$ cat src/rtl/spmv_fp_mul_pipe.sv
// Pipelined IEEE-754-style multiplier (RNE, flush-to-zero); optional {NV,OF,UF,NX} output via SPMV_FP_MUL_FLAGS_EN.
// Latency 3 cycles, 1 result/cycle; the whole pipe stalls while a result is held (o_ready = i_ready | ~o_valid).
module spmv_fp_mul_pipe #(
   parameter int EXP_W = 5,
   parameter int MAN_W = 10,
   parameter int TAG_W = 8
) (
   input  logic                 i_clk,
   input  logic                 i_rstn,
   input  logic                 i_valid,
   output logic                 o_ready,
   input  logic [EXP_W+MAN_W:0] i_vector,
   input  logic [EXP_W+MAN_W:0] i_value,
   input  logic [TAG_W-1:0]     i_tag,
   output logic                 o_valid,
   input  logic                 i_ready,
   output logic [EXP_W+MAN_W:0] o_result,
`ifdef SPMV_FP_MUL_FLAGS_EN
   output logic [3:0]           o_flags,
`endif
   output logic [TAG_W-1:0]     o_tag
);
   localparam int W   = 1 + EXP_W + MAN_W;
   localparam int EW2 = EXP_W + 2;
   localparam int PW  = 2 * MAN_W + 2;
   localparam logic signed [EW2-1:0] BIAS = EW2'((1 << (EXP_W - 1)) - 1);
   localparam logic signed [EW2-1:0] EMAX = EW2'((1 << EXP_W) - 1);

   logic en;
   assign en      = i_ready | ~o_valid;
   assign o_ready = en;

   logic             s_a, s_b;
   logic [EXP_W-1:0] e_a, e_b;
   logic [MAN_W-1:0] f_a, f_b;
   assign {s_a, e_a, f_a} = i_vector;
   assign {s_b, e_b, f_b} = i_value;

   // Subnormals land in the zero class because only the exponent is tested.
   logic a_zero, b_zero, a_inf, b_inf, a_nan, b_nan;
   assign a_zero = (e_a == '0);
   assign b_zero = (e_b == '0);
   assign a_inf  = (&e_a) & ~(|f_a);
   assign b_inf  = (&e_b) & ~(|f_b);
   assign a_nan  = (&e_a) & (|f_a);
   assign b_nan  = (&e_b) & (|f_b);

   logic signed [EW2-1:0] u_exp;
   assign u_exp = $signed({2'b00, e_a}) + $signed({2'b00, e_b}) - BIAS;

   logic                  s1_vld, s1_sign, s1_nan, s1_inf, s1_zero;
   logic signed [EW2-1:0] s1_exp;
   logic [MAN_W:0]        s1_ma, s1_mb;
   logic [TAG_W-1:0]      s1_tag;
   logic                  s2_vld, s2_sign, s2_nan, s2_inf, s2_zero;
   logic signed [EW2-1:0] s2_exp;
   logic [PW-1:0]         s2_prod;
   logic [TAG_W-1:0]      s2_tag;

   logic             norm_hi, guard, sticky, rnd_up, m_carry;
   logic [MAN_W-1:0] frac_k, frac_r;
   assign norm_hi = s2_prod[PW-1];

   always_comb begin
      if (norm_hi) begin
         frac_k = s2_prod[PW-2:MAN_W+1];
         guard  = s2_prod[MAN_W];
         sticky = |s2_prod[MAN_W-1:0];
      end else begin
         frac_k = s2_prod[PW-3:MAN_W];
         guard  = s2_prod[MAN_W-1];
         sticky = |s2_prod[MAN_W-2:0];
      end
   end

   assign rnd_up            = guard & (sticky | frac_k[0]);
   assign {m_carry, frac_r} = {1'b0, frac_k} + (MAN_W + 1)'(rnd_up);

   logic signed [EW2-1:0] exp_f;
   logic                  ovf, unf;
   assign exp_f = s2_exp + $signed(EW2'(norm_hi)) + $signed(EW2'(m_carry));
   assign ovf   = exp_f >= EMAX;
   assign unf   = exp_f[EW2-1] | (exp_f == '0);

   logic [W-1:0] r_res;
   always_comb begin
      r_res = '0;
      if (s2_nan)
         r_res = {1'b0, {EXP_W{1'b1}}, 1'b1, {(MAN_W-1){1'b0}}};
      else if (s2_inf)
         r_res = {s2_sign, {EXP_W{1'b1}}, {MAN_W{1'b0}}};
      else if (s2_zero)
         r_res = {s2_sign, {(W-1){1'b0}}};
      else if (ovf)
         r_res = {s2_sign, {EXP_W{1'b1}}, {MAN_W{1'b0}}};
      else if (unf)
         r_res = {s2_sign, {(W-1){1'b0}}};
      else
         r_res = {s2_sign, exp_f[EXP_W-1:0], frac_r};
   end

   always_ff @(posedge i_clk or negedge i_rstn) begin
      if (!i_rstn) begin
         s1_vld   <= 1'b0;
         s1_sign  <= 1'b0;
         s1_nan   <= 1'b0;
         s1_inf   <= 1'b0;
         s1_zero  <= 1'b0;
         s1_exp   <= '0;
         s1_ma    <= '0;
         s1_mb    <= '0;
         s1_tag   <= '0;
         s2_vld   <= 1'b0;
         s2_sign  <= 1'b0;
         s2_nan   <= 1'b0;
         s2_inf   <= 1'b0;
         s2_zero  <= 1'b0;
         s2_exp   <= '0;
         s2_prod  <= '0;
         s2_tag   <= '0;
         o_valid  <= 1'b0;
         o_result <= '0;
         o_tag    <= '0;
      end else if (en) begin
         s1_vld   <= i_valid;
         s1_sign  <= s_a ^ s_b;
         s1_nan   <= a_nan | b_nan | (a_inf & b_zero) | (b_inf & a_zero);
         s1_inf   <= a_inf | b_inf;
         s1_zero  <= a_zero | b_zero;
         s1_exp   <= u_exp;
         s1_ma    <= {1'b1, f_a};
         s1_mb    <= {1'b1, f_b};
         s1_tag   <= i_tag;
         s2_vld   <= s1_vld;
         s2_sign  <= s1_sign;
         s2_nan   <= s1_nan;
         s2_inf   <= s1_inf;
         s2_zero  <= s1_zero;
         s2_exp   <= s1_exp;
         s2_prod  <= PW'(s1_ma) * PW'(s1_mb);
         s2_tag   <= s1_tag;
         o_valid  <= s2_vld;
         o_result <= r_res;
         o_tag    <= s2_tag;
      end
   end

`ifdef SPMV_FP_MUL_FLAGS_EN
   // Only finite-operand results can overflow, underflow or be inexact.
   logic       fin;
   logic [3:0] r_flags;
   assign fin     = ~(s2_nan | s2_inf | s2_zero);
   assign r_flags = {s2_nan, fin & ovf, fin & unf, fin & (ovf | unf | guard | sticky)};

   always_ff @(posedge i_clk or negedge i_rstn) begin
      if (!i_rstn)
         o_flags <= '0;
      else if (en)
         o_flags <= r_flags;
   end
`endif
endmodule

$ cat config.mk
export PLATFORM = sky130hd
export DESIGN_NAME = spmv_fp_mul_pipe
export DESIGN_NICKNAME = d
export VERILOG_FILES = /design/src/rtl/spmv_fp_mul_pipe.sv
export SDC_FILE = /design/constraint.sdc
export NUM_CORES = 1
export LEC_CHECK = 0
export CORE_MARGIN = 2
export CORE_UTILIZATION = 40
export CTS_BUF_LIST = sky130_fd_sc_hd__clkbuf_8
export DETAILED_ROUTE_END_ITERATION = 16
export DONT_BUFFER_PORTS = 1
export GPL_ROUTABILITY_DRIVEN = 0
export PLACE_DENSITY_LB_ADDON = 0.12
export SYNTH_ARGS = -nofsm -noshare
export SYNTH_HDL_FRONTEND = slang
export SYNTH_SLANG_ARGS = --single-unit
$ cat constraint.sdc
create_clock -name i_clk -period 5.9 [get_ports i_clk]
set_input_delay 1.18 -clock i_clk [delete_from_list [all_inputs] [get_ports i_clk]]
set_output_delay 1.18 -clock i_clk [all_outputs]
set_load 0.01 [all_outputs]
==> metrics.md <==
| Metric | Value |
|---|---|
| Critical Path Max Stage Delay | `0.66 ns` |
| F_max | `189 MHz` |
| RSZ-0062 raised after global routing | `no` |
| CP arrival | `5.57 ns` |
| Max-Cap Viols | `0` |
| Share of layout cells above drive strength 1 | `3.10%` |
| Tmin final | `5.29 ns` |
| Synth cell types | `51` |
| DRC Markers | `0` |
| Initial antenna violation count | `0` |
| Core Region | `22000 um2` |
| Post-synth net total | `1226` |
| Initial DRT Pass Iterations | `4` |
| Status | `finished clean` |
| H-Tree Depth | `3` |
| Setup repair bufs after CTS | `0` |
| Synthesized area per cell | `8.75 um2` |
| CP most frequent cell | `fa_1` |
| Crit Reg-Reg Endpoint | `s2_prod[18]$_DFFE_PN0P_` |
| Slew HR | `30.0%` |
| Via density | `5.09` |
| CP startpoint kind | `flop` |
| Setup-failing EPs final | `0` |
| Yosys reg bits | `108` |
| CTS Sinks | `108` |
| Hold buffers post-CTS | `0` |
| Setup TNS | `0 ns` |
| 1st-iter DRT viols | `237` |
| Share of the synthesized area in the top cell type | `30.0%` |
| Critical Path RT | `6.18 ns` |
| Synth-to-layout area growth | `4.57%` |
| Crit path capture | `s2_prod[18]$_DFFE_PN0P_` |
| Post-synthesis sequential area ratio | `30.0%` |
| Pin count of the biggest net entering global routing | `109` |
| Root Driver | `clkbuf_8` |
| Min Hold Slack | `0.467 ns` |
| Clock-pin slew on the worst setup and hold paths | `0.11 ns` |
| Die X | `154 um` |
| Syn. warnings | `0` |
| Grt total ovfl | `0` |
| Post-Syn Instances | `1029` |
| Post-synthesis async set-or-reset flop share | `100%` |
| Nets | `1192` |
| R2R depth | `16` |
| TritonCTS Buffers | `9` |
| Final period util | `89.7%` |
| Final wirelength | `19600 um` |
| Initial Utilization | `41.0%` |
| First-pass GRT wire length | `33700 um` |
| Vias in the first global route | `6681` |
| R2R setup slack | `0.61 ns` |
| CTS tree | `yes` |
| Fillers | `2205` |
| Max-slew violations | `0` |
| HP Class | `primary input to async pin` |
| R2R Path Start | `s1_ma[6]$_DFFE_PN0P_` |
| GRT Total Usage | `17.6%` |
| Final Hold Vio Count | `0` |
| Worst-Skew Late Latency | `0.39 ns` |
| Port Buffers | `0` |
| Mapped Area | `9000 um2` |
| Crit. End Element | `flop` |
| Critical setup path kind | `flop to flop` |
| DP HPWL | `14400 um` |
| Num rows | `54` |
| Clock tree buffer depth | `2` |
| Die Area | `23700 um2` |
| CP Launch Point | `s1_ma[6]$_DFFE_PN0P_` |
| Crit path max fanout | `12` |
| Dpl cells | `1264` |
| Antenna cell count | `0` |
| Drt wl/cell | `15.3 um` |
| Ys flop type | `dfrtp_1` |
| Skew final | `0.0142 ns` |
| Post-CTS sizing | `0` |
| Post-synth EDFFs | `0` |
| Slew of the pin with the lowest slew margin | `1.05 ns` |
| Top cells by area, synth | `dfrtp_1 (30%), fa_1 (18%), nand2_1 (11%)` |
| Largest area contributor in the netlist | `dfrtp_1` |
| Post-Layout Cell Count | `1280` |
| Routed via count | `6520` |
| CP cell instances | `nand2_1 -> fa_1 -> fa_1 -> fa_1 -> inv_1 -> fa_1 -> inv_1 -> fa_1 -> inv_1 -> ha_1 -> a21oi_1 -> o21ai_0 -> a21o_1 -> o31ai_2 -> nor4b_1 -> nor3_1` |
| Die Y | `154 um` |
| Final antenna-violating net count | `0` |
| Ports | `70` |
| Slowest cell on crit path | `dfrtp_1` |
-- registers in the layout, indices dropped and copies added, names as in the netlist --
register  cells
o_result     16
o_tag         8
o_valid       1
s1_exp        7
s1_inf        1
s1_ma        11
s1_mb        10
s1_nan        1
s1_sign       1
s1_tag        8
s1_vld        1
s1_zero       1
s2_exp        7
s2_inf        1
s2_nan        1
s2_prod      22
s2_sign       1
s2_tag        8
s2_vld        1
s2_zero       1
-- cell usage after synthesis, drive strengths merged, types with 7 or more instances --
| cell type | instances |
|---|---|
| nand3 | 22 |
| a22o | 8 |
| ha | 71 |
| xor2 | 18 |
| and2 | 74 |
| dfrtp | 108 |
| a31oi | 9 |
| inv | 108 |
| nor2 | 38 |
| a21oi | 32 |
| mux2i | 9 |
| clkbuf | 47 |
| fa | 82 |
| nor2b | 10 |
| nor4 | 8 |
| xnor2 | 14 |
| nand2 | 265 |
| o21ai | 30 |
| nor3 | 7 |
-- worst min-delay path by stage --
stage	startpoint	endpoint	slack (ns)	cells past startpoint
2_1_floorplan	s2_vld$_DFFE_PN0P_	s2_vld$_DFFE_PN0P_	0.43	2
3_3_place_gp	s1_tag[3]$_DFFE_PN0P_	s1_tag[3]$_DFFE_PN0P_	0.45	2
3_5_place_dp	s1_tag[6]$_DFFE_PN0P_	s2_tag[6]$_DFFE_PN0P_	0.46	2
4_1_cts	i_rstn	s1_vld$_DFFE_PN0P_	0.44	0
5_1_grt	i_rstn	o_tag[7]$_DFFE_PN0P_	0.42	0
6_report	i_rstn	o_tag[7]$_DFFE_PN0P_	0.47	0
-- cells by family after synthesis --
group	after synthesis	share of synthesized area, %
compound gates	111	7.80
xor+xnor	32	3.11
fa+ha+maj	153	28.1
buf+inv	158	6.59
flops	108	30.0
mux	11	1.25
simple gates	456	23.1
-- stage by stage --
stage / instance area (um2) / utilization [%] / worst slack (ns)
3_5_place_dp: 9210 / 42.0 / 0.651
3_3_place_gp: 9210 / 42.0 / 0.713
6_report: 9420 / 42.9 / 0.609
4_1_cts: 9420 / 42.9 / 0.615
2_1_floorplan: 9000 / - / 0.976
5_1_grt: 9420 / 42.9 / 0.281
-- layer usage --
metal / wire [um] / share of wire [%] / global-route usage [%]
met1: 9220 / 47 / 23.9
met2: 9680 / 49 / 29.7
met3: 489 / 2.5 / 3.02
met4: 225 / 1.1 / 3.87
met5: 0 / 0 / 0
-- cell usage in the layout, fill, tap and decap left out, types with 2 or more instances in the layout --
cell type and n:
and3_1 5, nand3b_1 4, o21a_1 2, a21boi_0 3, nand2_1 265, ha_1 71
a21o_1 6, dfrtp_1 108, nor2b_1 9, mux2_2 2, o211a_1 2, o21bai_1 3
clkbuf_8 12, a31oi_1 9, inv_1 107, and4_1 2, o2111ai_1 2, nand4_1 2
nor2_1 38, or4_1 3, buf_4 5, xor2_1 18, and2_1 74, fa_1 82
a22o_1 8, inv_6 2, o21ai_0 28, xnor2_1 14, nand2b_1 6, a211oi_1 5
mux2i_1 9, nand3_1 22, nor3_1 7, a21oi_1 32, nor4_1 8, or3_1 6
-- layout make-up --
type | count | area (um2) | share of cell area [%]
clock inverters | 4 | 37.5 | 0.399
flip-flops and latches | 108 | 2700 | 28.7
multi-input cells | 763 | 5720 | 60.7
well taps | 280 | 350 | 3.72
repair buffers | 5 | 37.5 | 0.399
clock buffers | 12 | 165 | 1.75
inverters | 108 | 407 | 4.32
-- worst max-delay path, delay by kind of cell (launching register included) --
family	cells	cell delay, ns
compound gates	4	0.88
flops	1	0.66
simple gates	3	0.54
buf+inv	3	0.15
fa+ha+maj	6	2.94
Power is not shown: default switching activity piles up to over one toggle a cycle in this logic, so the estimate is an artifact.
